===== config.mk =====
export PLATFORM = sky130hd
export DESIGN_NAME = spi_prefetch_fifo
export DESIGN_NICKNAME = d
export VERILOG_FILES = /design/src/rtl/spi_prefetch_fifo.sv
export SDC_FILE = /design/constraint.sdc
export NUM_CORES = 1
export LEC_CHECK = 0
export ABC_AREA = 1
export BUFFER_PORTS_ARGS = -buffer_cell sky130_fd_sc_hd__buf_2
export CAP_MARGIN = 10
export CORE_MARGIN = 5
export CORE_UTILIZATION = 54
export CTS_BUF_LIST = sky130_fd_sc_hd__clkbuf_2
export CTS_CLUSTER_DIAMETER = 60
export CTS_CLUSTER_SIZE = 14
export DETAILED_ROUTE_END_ITERATION = 16
export GPL_TIMING_DRIVEN = 0
export PLACE_DENSITY = 0.87
export SKIP_LAST_GASP = 1
export SLEW_MARGIN = 20
export SYNTH_ARGS = -nofsm -noshare
export SYNTH_HDL_FRONTEND = slang
export SYNTH_SLANG_ARGS = --single-unit

===== constraint.sdc =====
create_clock -name clk -period 2.6 [get_ports clk]
set_input_delay 0.52 -clock clk [delete_from_list [all_inputs] [get_ports clk]]
set_output_delay 0.52 -clock clk [all_outputs]
set_load 0.05 [all_outputs]

===== src/rtl/spi_prefetch_fifo.sv =====
// rtl/spi_prefetch_fifo.sv - read-ahead word buffer between the SPI flash reader and the decoder
// Optional empty-buffer fall-through, early stall request, sticky overflow and stream flush.
module spi_prefetch_fifo #(
    parameter int DATA_WIDTH_BYTES = 4,
    parameter int DEPTH            = 4,
    parameter int STALL_MARGIN     = 1,
    parameter int FALLTHROUGH      = 1
) (
    input  logic                                clk,
    input  logic                                rst,
    input  logic                                flush,
    input  logic                                in_valid,
    input  logic [DATA_WIDTH_BYTES*8-1:0]       in_data,
    output logic                                in_ready,
    output logic                                spi_stall,
    output logic                                out_valid,
    output logic [DATA_WIDTH_BYTES*8-1:0]       out_data,
    input  logic                                out_ready,
    output logic [$clog2(DEPTH+1)-1:0]          level,
    output logic                                overflow
);

    localparam int W  = DATA_WIDTH_BYTES * 8;
    localparam int AW = $clog2(DEPTH);
    localparam int LW = $clog2(DEPTH + 1);
    localparam logic [LW-1:0] FULL_LEVEL  = LW'(DEPTH);
    localparam logic [LW-1:0] STALL_LEVEL = LW'(DEPTH - STALL_MARGIN);
    localparam logic          FT          = (FALLTHROUGH != 0);

    logic [W-1:0]  mem [DEPTH];
    logic [AW-1:0] wp;
    logic [AW-1:0] rp;
    logic          empty;
    logic          bypass;
    logic          push;
    logic          pop;
    logic          drop;

    assign empty     = (level == '0);
    assign in_ready  = (level < FULL_LEVEL);
    assign spi_stall = (level >= STALL_LEVEL);
    assign out_valid = !empty || (FT && in_valid);
    assign out_data  = (!empty || !FT) ? mem[rp] : in_data;

    // A word handed straight to the consumer never touches the array.
    assign bypass = FT && empty && in_valid && out_ready;
    assign push   = in_valid && in_ready && !bypass;
    assign pop    = out_ready && !empty;
    assign drop   = in_valid && !in_ready;

    always_ff @(posedge clk) begin
        if (push && !flush) begin
            mem[wp] <= in_data;
        end
    end

    always_ff @(posedge clk or posedge rst) begin
        if (rst) begin
            wp       <= '0;
            rp       <= '0;
            level    <= '0;
            overflow <= 1'b0;
        end else if (flush) begin
            wp       <= '0;
            rp       <= '0;
            level    <= '0;
            overflow <= 1'b0;
        end else begin
            if (push) begin
                wp <= wp + AW'(1);
            end
            if (pop) begin
                rp <= rp + AW'(1);
            end
            case ({push, pop})
                2'b10:   level <= level + LW'(1);
                2'b01:   level <= level - LW'(1);
                default: level <= level;
            endcase
            if (drop) begin
                overflow <= 1'b1;
            end
        end
    end

endmodule


==> impl_metrics.yaml, run 1 <==
clock_network:
  cts_root_buf: "clkbuf_2"
  clock_path_buffers: 2
  clkTransAtPathRegs_ps: 190
  cts_tree: "done"
  h-tree-depth: 4
  cts_buffers: 17
  clkLatencyLatePin_ps: 650
  clock-sinks: 136
timing:
  post-route-min-period_ps: 2670
  slew_headroom: 0.516
  drv_slew: 0
  setup_viol: 2
  rsz0062_at_grt: "true"
  worst_pin_slew_ps: 725
  fin_tns_setup_ps: -129
  period_share: 1.03
  fin_ws_ps: -65.6
  fmax_mhz: 375
  skew_ps: 25.6
  finalHoldViolCount: 0
critical_path:
  reg2reg_to: "mem[1][26]$_DFFE_PP_"
  cp_common_cell: "buf_6"
  start_kind: "flip-flop"
  cp-startpoint: "rp[1]$_DFFE_PP0P_"
  critPathCaptureType: "output port"
  crit_type: "flip-flop to output port"
  crit_chain: "buf_6 > inv_2 > buf_4 > nor2_1 > o21ai_1 > a31oi_4 > buf_6"
  required_ps: 2080
  ff2ff_setup_slack_ps: 180
  worst_ep_arrival_time_ps: 2150
  r2r-start: "level[2]$_DFFE_PP0P_"
  crit_slowest_cell: "dfrtp_1"
  critical-path-max-stage-delay_ps: 410
  cp_max_fo: 10
  cp-endpoint: "out_data[29]"
  reg2regPathDepth: 7
cells_and_area:
  final_cell_mix: "130 x nor2_1, 128 x edfxtp_1, 46 x buf_2"
  diodes: 0
  area_growth_pct: 35.7
  fin_util: 0.751
  multi_input_area_sq_um: 2080
  ff_latch_area_sq_um: 4050
  fill_cells: 611
  num-nets-final: 641
  drive_above_1_share: 0.415
  final_common_cell: "nor2_1"
synthesis:
  syn-num-nets: 533
  syn_area_sq_um: 5690
  syn_avg_cell_area_sq_um: 11.6
  synthCells: 491
  yosysSeqAreaShare: 0.711
  ys_warn_count: 0
  synth_cell_type_count: 21
  ys_ff_latch: 136
outcome:
  violations: "negative setup slack"
  status: "finished, violations left"
floorplan:
  initial_core_util: 0.553
  die_w_um: 113
  coreArea_sq_um: 10300
  die_area_sq_um: 12700
  die_y_um: 113
  ios: 76
  num_rows: 37
pwr:
  powerDensity_nw_per_um2: 1250
  ir_drop_mv: 1.03
  leakagePower_uw: 0.00276
grt:
  grt_pass1_vias: 4298
  grt_max_degree: 24
  antenna_found_initial: 0
  grt_first_pass_wirelength_um: 21500
  grt_usage: 0.218
  gr-total-overflow: 0
detailed_routing:
  drc: 0
  drt_iter0_drc: 320
  drt_wl_total_um: 14500
  via_per_inst: 5.73
  route.vias.total: 4276
  firstDrtPassIters: 5
  wl_per_cell_um: 19.4
  ant_nets: 0
run:
  maxCapViolations: 0
worst_hold_path:
  hp-class: "input port to flip-flop"
place:
  gp_congestion: 0.813
  dpl.hpwl_um: 8330
  post-place-ws_ps: 132
  portBuffers: 75
worst max-delay path, delay by kind of cell, from the launching register on:
kind	cells	cell delay, ps
buf+inv	4	580
flops	1	410
compound gates	2	350
simple gates	1	140
flip-flops by register name (all words and copies together) (netlist names):
signal and flops:
rp 2, mem 128, level 3, wp 2, overflow 1
cell usage after synthesis:
| master | instances | area share |
|---|---|---|
| edfxtp_1 | 128 | 0.68 |
| nand2_1 | 22 | 0.015 |
| dfrtp_1 | 8 | 0.035 |
| nand2_2 | 1 | 0.0011 |
| nand3_1 | 5 | 0.0044 |
| buf_6 | 6 | 0.012 |
| o21ai_0 | 49 | 0.043 |
| a21oi_1 | 2 | 0.0018 |
| buf_4 | 5 | 0.0066 |
| nor3_1 | 1 | 0.00088 |
| fa_1 | 1 | 0.0035 |
| a31oi_1 | 32 | 0.035 |
| clkbuf_1 | 8 | 0.0053 |
| nor2_2 | 1 | 0.0011 |
| buf_2 | 9 | 0.0079 |
| inv_2 | 3 | 0.0020 |
| xnor2_1 | 1 | 0.0015 |
| nor2_1 | 170 | 0.11 |
| inv_1 | 16 | 0.011 |
| ha_1 | 4 | 0.0088 |
| o21ai_1 | 19 | 0.017 |
stage by stage:
step           power (uW)  instance area [sq um]  std cells  hold slack, ps
2_1_floorplan        5800                   5890        491             336
3_3_place_gp         6700                   6430        702             480
3_5_place_dp         6810                   6550        706             485
4_1_cts              8880                   7220        741            41.1
5_1_grt             10100                   7720        746            22.2
6_report             9670                   7720        746            73.6
worst min path at each step:
stage                     startpoint              endpoint  slack [ps]  cells after the start
after global placement           rst  overflow$_DFFE_PP0P_         480                      2
after floorplan                  rst  level[0]$_DFFE_PP0P_         340                      1
final                          flush     rp[1]$_DFFE_PP0P_          70                      2
after CTS                      flush     rp[1]$_DFFE_PP0P_          40                      2
after global routing           flush     rp[1]$_DFFE_PP0P_          20                      2
after detailed placement         rst  level[0]$_DFFE_PP0P_         490                      2
area by class of cell:
cell class / instances / share of cell area
Inverter: 19 / 0.00924
Timing Repair Buffer: 90 / 0.101
Tap cell: 136 / 0.0220
Clock inverter: 13 / 0.0141
Multi-Input combinational cell: 308 / 0.269
Clock buffer: 17 / 0.0110
Buffer: 27 / 0.0483
Sequential cell: 136 / 0.524
report_power, final:
part           leakage, uW  total, uW  switching [uW]  internal (uW)
sequential         0.00126       2610            67.4           2540
combinational      0.00138       5990            3750           2230
clock             0.000121       1080             750            327
logic make-up (layout without fill, tap and decap cells):
group | Yosys count | in the layout | synth area share
DFF | 136 | 136 | 0.711
adders and majority gates | 5 | 5 | 0.0123
xor gates and xnor gates | 1 | 1 | 0.00154
AOI/OAI and AO/OA | 102 | 102 | 0.0968
buffers and inverters | 47 | 166 | 0.0442
and+or+nand+nor | 200 | 200 | 0.134
what timing repair did:
item	CTS	global route
setup endpoints to repair	32	32
hold buffers	1	0
pin swaps	0	13
hold endpoints to repair	8	0
resized for setup	138	132
cloned	1	2
setup buffers	4	4
per-layer routing:
metal | wire length [um] | global-route usage | vias up
li1 | - | - | 1947
met1 | 5270 | 0.279 | 2057
met2 | 7520 | 0.367 | 245
met3 | 1400 | 0.0485 | 27
met4 | 260 | 0.0745 | 0
met5 | 0 | 0 | -
Note: power is estimated with default switching activity, not from simulation.
==> run 2, diff against run 1 <==
--- a/constraint.sdc
+++ b/constraint.sdc
@@ -3,2 +3,2 @@
 set_output_delay 0.52 -clock clk [all_outputs]
-set_load 0.05 [all_outputs]
+set_load 0.02 [all_outputs]
==> impl_metrics.yaml, run 2 (synthesis gave the netlist of run 1 again) <==
outcome:
  status: "finished, violations left"
  violations: "negative setup slack"
pwr:
  ir_drop_mv: 0.669
  leakagePower_uw: 0.00281
  powerDensity_nw_per_um2: 1120
  totalPowerFinal_uw: 8630
critical_path:
  required_ps: 2080
  crit_slowest_cell: "dfrtp_2"
  crit_chain: "inv_2 > buf_8 > o21ai_0 > a31oi_4 > buf_6"
  cp_max_fo: 10
  critPathTopFamily: "compound AO/OA/AOI/OAI gates"
  worst_ep_arrival_time_ps: 2310
  crit_type: "flip-flop to output port"
  start_kind: "flip-flop"
  critical-path-max-stage-delay_ps: 530
  critPathCaptureType: "output port"
  worst-path-buf-inv: 3
grt:
  grt_pass1_vias: 4374
  met1_usage: 0.274
  antenna_found_initial: 1
  grt_usage: 0.222
  met3_usage: 0.0539
  grt_use_met2: 0.367
  grt_max_degree: 22
  gr-total-overflow: 0
  grt_first_pass_wirelength_um: 21700
  busiest_layer: "met2"
timing:
  skew_ps: 73.9
  post-route-min-period_ps: 2830
  slew_headroom: 0.543
  fmax_mhz: 354
  setup_viol: 27
  fin_ws_ps: -228
  worst_pin_slew_ps: 684
  finalHoldViolCount: 0
  period_share: 1.09
  rsz0062_at_grt: "true"
  drv_slew: 0
place:
  portBuffers: 75
  dpl_cell_area_sq_um: 6370
  gp_congestion: 0.834
  dpl.hpwl_um: 8420
  dpl.cell_count: 706
cells_and_area:
  area_growth_pct: 35.4
  final_cells: 758
  drive_above_1_share: 0.383
  final_area_sq_um: 7700
  top_register: "mem"
  diodes: 0
  final_common_cell: "nor2_1"
  largestRegisters: "mem: 128 flops, level: 3 flops"
  final_cell_mix: "130 x nor2_1, 128 x edfxtp_1, 46 x buf_2"
  fill_cells: 581
  largest_register_ffs: 128
  num-nets-final: 651
  ff_latch_area_sq_um: 4050
  multi_input_area_sq_um: 1900
detailed_routing:
  wl_per_cell_um: 21.9
  drt_wl_total_um: 16600
  drt_iter0_drc: 494
  via_per_inst: 5.93
  firstDrtPassIters: 5
  ant_nets: 0
  route.vias.total: 4493
  drc: 0
floorplan:
  coreArea_sq_um: 10300
  ios: 76
  num_rows: 37
  initial_core_util: 0.553
  die_area_sq_um: 12700
  die_y_um: 113
  die_w_um: 113
clock_network:
  clkTransAtPathRegs_ps: 210
  cts_tree: "done"
  h-tree-depth: 4
  cts_root_buf: "clkbuf_2"
  cts_buffers: 17
  clock_path_buffers: 2
  clock-sinks: 136
  clkLatencyLatePin_ps: 720
worst_hold_path:
  hp-class: "input port to flip-flop"
run:
  maxCapViolations: 0
run 2: report_power, final:
part / switching, uW / internal, uW
Sequential: 82.8 / 2550
Clock: 821 / 539
Combinational: 2670 / 1970
run 2: path summary, 6_finish.rpt:
path / start / to / slack, ps / cells after the start
max: rp[0]$_DFFE_PP0P_ / out_data[31] / -230 / 5
min: flush / rp[1]$_DFFE_PP0P_ / 50 / 2
max reg2reg: level[2]$_DFFE_PP0P_ / mem[0][11]$_DFFE_PP_ / 190 / 7
min reg2reg: overflow$_DFFE_PP0P_ / overflow$_DFFE_PP0P_ / 560 / 2
max in group asynchronous: rst / level[1]$_DFFE_PP0P_ / 1970 / 3
min in group asynchronous: rst / rp[0]$_DFFE_PP0P_ / 340 / 3
run 2: routing by layer:
metal	vias to the layer above	routed length (um)
li1	1969	-
met1	2109	5790
met2	354	8620
met3	59	1530
met4	2	638
met5	-	7
run 2: worst register-to-register path, delay by kind of cell (launching register included):
family / cells / cell delay [ps]
AND/OR/NAND/NOR: 4 / 1160
buffers and inverters: 3 / 490
flip-flops: 1 / 480
run 2: final cells by class:
cell class              instances  share of cell area
plain buffers                  28              0.0465
clock inverters                15              0.0229
well taps                     136              0.0221
inverters                      19             0.00926
clock buffers                  17              0.0110
multi-input cells             308               0.247
repair buffers                 99               0.115
flip-flops and latches        136               0.526
run 2: repair_timing:
action | 4_1_cts | 5_1_grt
resized for setup | 70 | 174
setup buffers | 4 | 2
cloned | 0 | 6
pin swaps | 3 | 33
setup endpoints to repair | 32 | 32
hold buffers | 1 | 7
hold endpoints to repair | 8 | 24
run 2: through the flow:
| stage | setup slack, ps | hold slack, ps | util | setup TNS, ps |
|---|---|---|---|---|
| 2_1_floorplan | -143 | 336 | - | -18320 |
| 3_3_place_gp | -1250 | 477 | 0.607 | -154770 |
| 3_5_place_dp | 180 | 502 | 0.620 | 0 |
| 4_1_cts | -19.3 | 20.2 | 0.673 | -129 |
| 5_1_grt | -335 | -23.0 | 0.749 | -5640 |
| 6_report | -228 | 47.1 | 0.749 | -1530 |
